**config.mk**
```make
export PLATFORM = sky130hd
export DESIGN_NAME = avm_integ_master
export DESIGN_NICKNAME = d
export VERILOG_FILES = /design/src/rtl/avm_integ_master.sv
export SDC_FILE = /design/constraint.sdc
export NUM_CORES = 1
export LEC_CHECK = 0
export ABC_CLOCK_PERIOD_IN_PS = 2600
export BUFFER_PORTS_ARGS = -buffer_cell sky130_fd_sc_hd__buf_2
export CORE_MARGIN = 2
export CORE_UTILIZATION = 49
export CTS_CLUSTER_DIAMETER = 50
export CTS_CLUSTER_SIZE = 25
export DETAILED_ROUTE_END_ITERATION = 8
export PLACE_DENSITY = 0.76
export RECOVER_POWER = 25
export SYNTH_ARGS = -nofsm -noshare
export SYNTH_HDL_FRONTEND = slang
export SYNTH_SLANG_ARGS = --single-unit
```
**constraint.sdc**
```tcl
create_clock -name csi_clk -period 2.6 [get_ports csi_clk]
set_input_delay 0.26 -clock csi_clk [delete_from_list [all_inputs] [get_ports csi_clk]]
set_output_delay 0.26 -clock csi_clk [all_outputs]
set_load 0.01 [all_outputs]
```
**src/rtl/avm_integ_master.sv**
```systemverilog
`default_nettype none
// ============================================================================
// Module      : avm_integ_master
// Description : Avalon-MM master feeding the integrator register file. Buffers
//               streamed samples, converts clear requests into a control write,
//               and periodically reads the integrator result back.
// Revision    : 1.0 - initial release
// ============================================================================
module avm_integ_master #(
    parameter int         N         = 32,
    parameter int         DEPTH     = 4,
    parameter logic [7:0] DATA_ADDR = 8'd0,
    parameter logic [7:0] CLR_ADDR  = 8'd1,
    parameter int         RB_EVERY  = 4
) (
    input  logic                       csi_clk,
    input  logic                       rsi_srst,
    input  logic                       asi_in_valid,
    output logic                       asi_in_ready,
    input  logic [N-1:0]               asi_in_data,
    input  logic                       coe_clear,
    output logic [7:0]                 avm_m0_address,
    output logic                       avm_m0_write,
    output logic [N-1:0]               avm_m0_writedata,
    output logic                       avm_m0_read,
    input  logic [N-1:0]               avm_m0_readdata,
    input  logic                       avm_m0_waitrequest,
    output logic [N-1:0]               coe_R,
    output logic                       coe_R_valid,
    output logic [$clog2(DEPTH):0]     coe_level
);

    localparam int c_aw = $clog2(DEPTH);
    localparam int c_lw = c_aw + 1;
    localparam int c_cw = (RB_EVERY < 2) ? 1 : $clog2(RB_EVERY);
    localparam logic [c_cw-1:0] c_rb_last = c_cw'((RB_EVERY == 0) ? 0 : RB_EVERY - 1);

    localparam logic [1:0] c_idle    = 2'd0;
    localparam logic [1:0] c_wr_data = 2'd1;
    localparam logic [1:0] c_wr_clr  = 2'd2;
    localparam logic [1:0] c_rd      = 2'd3;

    logic [N-1:0]    r_mem [DEPTH];
    logic [c_aw-1:0] r_wptr;
    logic [c_aw-1:0] r_rptr;
    logic [c_lw-1:0] r_level;
    logic [1:0]      r_state;
    logic [1:0]      w_state_nxt;
    logic            r_clr_pend;
    logic            r_rb_due;
    logic [c_cw-1:0] r_rb_cnt;
    logic [N-1:0]    r_coe_R;
    logic            r_coe_R_valid;

    logic            w_push;
    logic            w_data_done;
    logic            w_clr_done;
    logic            w_rd_done;
    logic            w_select;
    logic [c_lw-1:0] w_level_nxt;
    logic            w_clr_nxt;
    logic            w_due_nxt;
    logic [c_cw-1:0] w_cnt_nxt;

    assign asi_in_ready = (r_level != c_lw'(DEPTH)) && !rsi_srst;
    assign w_push       = asi_in_valid && asi_in_ready;
    assign w_data_done  = (r_state == c_wr_data) && !avm_m0_waitrequest;
    assign w_clr_done   = (r_state == c_wr_clr)  && !avm_m0_waitrequest;
    assign w_rd_done    = (r_state == c_rd)      && !avm_m0_waitrequest;
    assign w_select     = (r_state == c_idle) || !avm_m0_waitrequest;
    assign w_level_nxt  = r_level + c_lw'(w_push) - c_lw'(w_data_done);

    // A clear arriving in the same cycle its predecessor completes is re-issued,
    // so every request is followed by at least one clear write.
    assign w_clr_nxt = (r_clr_pend && !w_clr_done) || coe_clear;

    always_comb begin
        w_cnt_nxt = r_rb_cnt;
        w_due_nxt = r_rb_due && !w_rd_done;
        if (w_data_done && (RB_EVERY != 0)) begin
            if (r_rb_cnt == c_rb_last) begin
                w_cnt_nxt = '0;
                w_due_nxt = 1'b1;
            end else begin
                w_cnt_nxt = r_rb_cnt + c_cw'(1);
            end
        end
    end

    // State register
    always_ff @(posedge csi_clk) begin
        if (rsi_srst) begin
            r_state <= c_idle;
        end else begin
            r_state <= w_state_nxt;
        end
    end

    // Next-state selection looks at post-update bookkeeping so the following
    // command is issued in the cycle right after a push or completion.
    always_comb begin
        w_state_nxt = r_state;
        if (w_select) begin
            if (w_due_nxt) begin
                w_state_nxt = c_rd;
            end else if (w_clr_nxt) begin
                w_state_nxt = c_wr_clr;
            end else if (w_level_nxt != '0) begin
                w_state_nxt = c_wr_data;
            end else begin
                w_state_nxt = c_idle;
            end
        end
    end

    // Bus outputs decode purely from state, so they stay stable under waitrequest.
    always_comb begin
        avm_m0_address   = 8'd0;
        avm_m0_write     = 1'b0;
        avm_m0_read      = 1'b0;
        avm_m0_writedata = '0;
        case (r_state)
            c_wr_data: begin
                avm_m0_address   = DATA_ADDR;
                avm_m0_write     = 1'b1;
                avm_m0_writedata = r_mem[r_rptr];
            end
            c_wr_clr: begin
                avm_m0_address = CLR_ADDR;
                avm_m0_write   = 1'b1;
            end
            c_rd: begin
                avm_m0_address = DATA_ADDR;
                avm_m0_read    = 1'b1;
            end
            default: begin
                avm_m0_address = 8'd0;
            end
        endcase
    end

    always_ff @(posedge csi_clk) begin
        if (w_push) begin
            r_mem[r_wptr] <= asi_in_data;
        end
    end

    always_ff @(posedge csi_clk) begin
        if (rsi_srst) begin
            r_wptr        <= '0;
            r_rptr        <= '0;
            r_level       <= '0;
            r_clr_pend    <= 1'b0;
            r_rb_due      <= 1'b0;
            r_rb_cnt      <= '0;
            r_coe_R       <= '0;
            r_coe_R_valid <= 1'b0;
        end else begin
            if (w_push) begin
                r_wptr <= r_wptr + c_aw'(1);
            end
            if (w_data_done) begin
                r_rptr <= r_rptr + c_aw'(1);
            end
            r_level       <= w_level_nxt;
            r_clr_pend    <= w_clr_nxt;
            r_rb_due      <= w_due_nxt;
            r_rb_cnt      <= w_cnt_nxt;
            r_coe_R_valid <= w_rd_done;
            if (w_rd_done) begin
                r_coe_R <= avm_m0_readdata;
            end
        end
    end

    assign coe_R       = r_coe_R;
    assign coe_R_valid = r_coe_R_valid;
    assign coe_level   = r_level;

endmodule
`default_nettype wire

```
# Word level (Yosys, flattened, before mapping)

Memory sizes are Yosys's and may differ from the RTL's. A register that Yosys moved wholly into a read port is not among the register bits.
Index checks and enable logic that the tools add are counted.

Add/subtract/negate cells: 5
Eq/ne operators: 5
Mux-type cells: 14
Reduce and logical (&&, ||, !) cells: 16

Operators by type and width:

| cell                  | number |
|---|---|
| $mux W32              | 1 |
| $mux W2               | 5 |
| $mux W1               | 8 |
| $logic_and A1 B1 Y1   | 7 |
| $add A2 B1 Y2 const B | 3 |
| $eq A2 B2 Y1 const B  | 3 |
| $logic_not A1 Y1      | 4 |
| $add A3 B1 Y3         | 1 |
| $ne A3 B3 Y1 const B  | 1 |
| $reduce_bool A3 Y1    | 1 |
| $sub A3 B1 Y3         | 1 |
| $eq A2 B1 Y1 const B  | 1 |
| $logic_not A2 Y1      | 1 |
| $logic_or A1 B1 Y1    | 2 |
| $reduce_or A2 Y1      | 1 |

Flip-flop bits (word level): 46
Bits in writable memories: 128
Bits of input ports: 69
Output and inout port bits: 79
Memories: 1

Memories:

| memory | words | width | rd ports | clocked after Yosys merged registers in | write ports | line | RTL |
|---|---|---|---|---|---|---|---|
| r_mem  | 4     | 32    | 1        | 1                                       | 1           | 43   | `logic [N-1:0] r_mem [DEPTH];` |

# Longest topological paths before layout

Depth in word-level cells: 9
Depth in mapped cells: 12

# Worst setup path before layout

OpenSTA, ideal clock, no wires.

Kind: reg-to-reg
Start point: register r_level[2], in the netlist coe_level[2]
End point: register r_state[0]
Arrival time: 2,480 ps
Slack: -8 ps
Stages on the path, launching flop included: 12
Buffers on the path: 1
Cells stage by stage: dfxtp_1 or3b_4 and3_4 buf_6 inv_1 ha_1 inv_1 ha_1 fa_1 or2_2 o221ai_1 a31oi_1

Cells in the longest elaborated chain, start to end: 9

RTL lines:

| what                   | line | RTL |
|---|---|---|
| from (decl)            | 46   | `logic [c_lw-1:0] r_level;` |
| from (signal assigned) | 165  | `r_level <= w_level_nxt;` |
| $ne A3 B3 Y1           | 65   | `assign asi_in_ready = (r_level != c_lw'(DEPTH)) && !rsi_srst;` |
| $logic_and A1 B1 Y1    | 65   |  |
| $logic_and A1 B1 Y1    | 66   | `assign w_push = asi_in_valid && asi_in_ready;` |
| $add A3 B1 Y3          | 71   | `assign w_level_nxt = r_level + c_lw'(w_push) - c_lw'(w_data_done);` |
| $sub A3 B1 Y3          | 71   |  |
| via w_level_nxt[1]     | 60   | `logic [c_lw-1:0] w_level_nxt;` |
| $reduce_bool A3 Y1     | 108  | `end else if (w_level_nxt != '0) begin` |
| $mux W1                | 108  |  |
| $mux W2                | 106  | `end else if (w_clr_nxt) begin` |
| $mux W2                | 104  | `if (w_due_nxt) begin` |
| to (signal assigned)   | 93   | `r_state <= c_idle;` |
| to (signal assigned)   | 95   | `r_state <= w_state_nxt;` |
| to (decl)              | 47   | `logic [1:0] r_state;` |

The timed path passes the listed nets, and every way through them passes these cells.
A chain may end at the register's enable or synchronous reset.

# Worst setup path after layout

Start point: register r_level[0], in the netlist coe_level[0]
End point: register r_state[0]

Cells in the longest elaborated chain, start to end: 9

RTL lines:

| what                   | line |
|---|---|
| $ne A3 B3 Y1           | 65 |
| $logic_and A1 B1 Y1    | 65 |
| $logic_and A1 B1 Y1    | 66 |
| $add A3 B1 Y3 (*)      | 71 |
| $sub A3 B1 Y3 (*)      | 71 |
| via w_level_nxt[1]     | 60 |
| $reduce_bool A3 Y1 (*) | 108 |
| $mux W1 (*)            | 108 |
| $mux W2 (*)            | 106 |
| $mux W2 (*)            | 104 |

Mark *: on every way through the listed nets, which the timed path passes. The rest lies on a longest branch.

==> qor.csv <==
stage,metric,value,unit
logic_synthesis,Async SR Flop Fraction,0,
die,area enclosed by the die boundary,14900,µm²
logic_synthesis,main combinational cell family by area after synthesis,multiplexers,
logic_synthesis,synthesized area per cell,15.7,µm²
drt,routed length per placed instance,17.0,µm
setup_path,"Cell Chain, Critical Path",or3b_4 -> and3_4 -> inv_1 -> ha_1 -> inv_1 -> ha_2 -> fa_1 -> or2_4 -> o221ai_2 -> a31oi_1,
logic_synthesis,fraction of synthesized cell area in xor and xnor cells,0.00587,
setup_path,critical-path cell with the highest stage delay,fa_1,
drt,sum of routed wire segments on met1,5.25,mm
pwr,relative contribution of combinational cells to total power,0.129,
logic_synthesis,post-synthesis instance area,6820,µm²
drt,total wire length,13.1,mm
sta,Max Fclk,0.395,GHz
die,Vert. Die Dim,122,µm
sta,Slew headroom,0.400,
drt,Vias per Instance,5.17,
setup_path,data required time at the worst endpoint,2.90,ns
setup_path,critical path's largest stage delay,0.44,ns
logic_synthesis,count of unique library cells instantiated by Yosys,35,
pwr,switching power as a share of total power,0.233,
drt,wire length on met2,6.69,mm
die,starting utilization of the core area,0.497,
die,die width,122,µm
setup_path,startpoint types,flop,
setup_path,crit path DAT,2.83,ns
drt,total number of vias,3992,
logic_synthesis,leading register cell type out of synthesis,edfxtp_1,
drt,detailed-routing iteration count for the pre-antenna-repair pass,4,
die,Cell Rows,43,
pwr,Internal,5000,µW
sta,clock period minus final worst setup slack,2.53,ns
die,placeable core region,13700,µm²
sta,actual transition at the worst max-transition pin,0.900,ns
cts,cell at the root of the clock tree,clkbuf_16,
sta,fin. max-slew vios,0,
run_status,result of the run,finished clean,
logic_synthesis,sequential fraction of the synthesis area,0.705,
cts,maximum clock insertion buffer count,2,
logic_synthesis,Post-Synth Simple-Gate Area,0.0883,
cts,H-tree depth,4,
global_route,Overall Global Routing Usage,0.185,
placed_design,Port-buffer cells,140,
drt,topmost layer with routed signal wires,met4,
cells_and_area,P&R area growth vs syn,21.0,%
pwr,Clk pwr share,0.372,
cts,clock transition at the registers of the reported paths,0.06,ns
global_route,vias in the first global route,4058,
global_route,number of antenna violations at the first check in global routing,0,
global_route,wire length of the first global-routing pass,20.3,mm
global_route,residual overflow from global routing,0,
placed_design,DP Wirelength,8.10,mm
cells_and_area,core utilization of the finished layout,0.601,
pwr,PnR Total Power,6530,µW
die,Top-Level Pins,148,
pwr,power per cell area,791,nW/µm²
sta,Final Cycle Share,0.973,
flow_run,number of max-capacitance violations reported,0,
cells_and_area,"commonest cells after routing, fill and taps aside","128 x edfxtp_1, 115 x buf_2, 64 x nand2_1, 44 x dfxtp_1, 34 x and2_1",
sta,final worst clock skew,0.00670,ns
pwr,largest voltage drop on the vdd net,0.344,mV
sta,endpoints failing setup,0,
cells_and_area,fraction of layout cells with a size suffix above 1,0.346,
cells_and_area,"most common cell after layout, fill and taps aside",edfxtp_1,
cts,count of hold-fix buffers inserted at cts,0,
logic_synthesis,area share of fa/ha/maj cells after synthesis,0.0231,
logic_synthesis,instance count of the mapped netlist,434,
drt,routed length on met3,931,µm
cts,number of buffers added by the clock tree synthesis step,17,
logic_synthesis,yosys warns,0,
sta,setup total negative slack,0,ns
logic_synthesis,"EDFF count, synth",128,
setup_path,type of the setup path with the least slack,reg2reg,
logic_synthesis,mux share of post-synthesis cell area,0.109,
cells_and_area,n_diodes,0,
placed_design,Area after DPL,7670,µm²
logic_synthesis,register bit total from synthesis,176,
cts,clk_lat worst skew,0.42,ns
pwr,part of the power in registers,0.500,
placed_design,routability congestion estimate from global placement,0.745,
pwr,switching power,1520,µW
cells_and_area,Finished Cell Area,8250,µm²
setup_path,Buffers & Inverters on Critical Path,2,
sta,setup slack after layout,0.0696,ns
setup_path,library cell appearing most often on the critical path,inv_1,
setup_path,kind of cell adding the most delay to the critical path,simple AND/OR/NAND/NOR gates,
cts,TritonCTS clock tree,done,
drt,DRC,0,
logic_synthesis,fraction of the mapped netlist area in compound gates,0.0340,
global_route,maximum number of pins on one net before global-route repair,46,
setup_path,highest fanout seen on the critical path,3,
drt,Iter 0 DRT Violations,216,
cells_and_area,post-layout net count,660,
pwr,static leakage,0.00306,µW
min_path,type of the tightest min-delay check,in2reg,
cts,number of clock sinks seen by CTS,176,
setup_path,element type at the critical path end,flop,
placed_design,worst setup slack before clock tree synthesis,0.00368,ns
sta,"Hold Vio Cnt, Final",0,
drt,remaining number of nets flagged by the antenna check after routing,0,
-- cell type report --
| cell class | instances | area (µm²) |
|---|---|---|
| fillers | 1069 | 5470 |
| clock buffers | 17 | 425 |
| multi-input cells | 221 | 1820 |
| flip-flops and latches | 176 | 4810 |
| repair buffers | 152 | 785 |
| clock inverters | 15 | 145 |
| well taps | 180 | 225 |
| inverters | 11 | 41.3 |
-- synth_stat cells, types with 2 or more instances --
cell      instances  area (µm²)
edfxtp_1        128        3840
nand2_1          64         240
dfxtp_1          48         961
and2_1           38         238
a21oi_1          32         160
mux4_2           32         721
ha_1             11         138
inv_1            11        41.3
buf_2            10        50.1
clkbuf_1         10        37.5
nor2_1           10        37.5
buf_4             7        52.6
buf_6             5        56.3
nor2b_1           5        31.3
mux2i_1           2        20.0
nand2b_1          2        12.5
-- tightest hold or removal path, cell delays in order --
cell and delay (ns):
buf_2 0.09, nand2_1 0.04, a21oi_1 0.05
-- power groups by stage --
stage                     clock network (µW)  registers (µW)  logic, µW
after global routing                    2570            3280        933
after floorplan                            0            3320        516
after detailed placement                   0            3320        809
after global placement                     0            3310        782
after CTS                               2480            3260        838
final                                   2430            3260        839
-- cells by family after synthesis --
group / Yosys count
flops: 176
simple gates: 124
buf+inv: 43
compound gates: 41
mux: 34
fa+ha+maj: 12
xor+xnor: 3
other cells: 1
-- stage by stage --
step	hold slack (ns)	cells
2_1_floorplan	0.359	440
3_3_place_gp	0.439	737
3_5_place_dp	0.448	737
4_1_cts	0.0286	770
5_1_grt	0.0590	772
6_report	0.0685	772
-- sequential cells by signal, indices dropped and copies added, names as in the netlist, 2 cells and up, named ones only --
signal	flops
r_mem	128
coe_level	3
r_rptr	2
r_state	2
r_wptr	2
r_rb_cnt	2
coe_R	32
-- repair_timing --
| action | 4_1_cts | 5_1_grt |
|---|---|---|
| pin swaps | 1 | 3 |
| buffers inserted | 1 | 2 |
| resized for setup | 3 | 1 |
| setup endpoints to repair | 1 | 1 |
-- path summary, 6_finish.rpt --
path / start / endpoint / slack [ns] / cells after the start
hold reg to reg: coe_R[3]$_SDFFE_PP0P_ / coe_R[3]$_SDFFE_PP0P_ / 0.45 / 2
setup / recovery: coe_level[0]$_SDFF_PP0_ / r_state[0]$_SDFFE_PP0P_ / 0.07 / 10
hold / removal: avm_m0_readdata[27] / coe_R[27]$_SDFFE_PP0P_ / 0.07 / 3
setup reg to reg: coe_level[0]$_SDFF_PP0_ / r_state[0]$_SDFFE_PP0P_ / 0.07 / 10
-- per-layer routing --
| metal | vias to the layer above | global-route usage |
|---|---|---|
| li1 | 1856 | - |
| met1 | 1951 | 0.213 |
| met2 | 160 | 0.321 |
| met3 | 25 | 0.0571 |
| met4 | 0 | 0.0783 |
| met5 | - | 0 |
No activity file was read; power rests on OpenSTA's default activity.
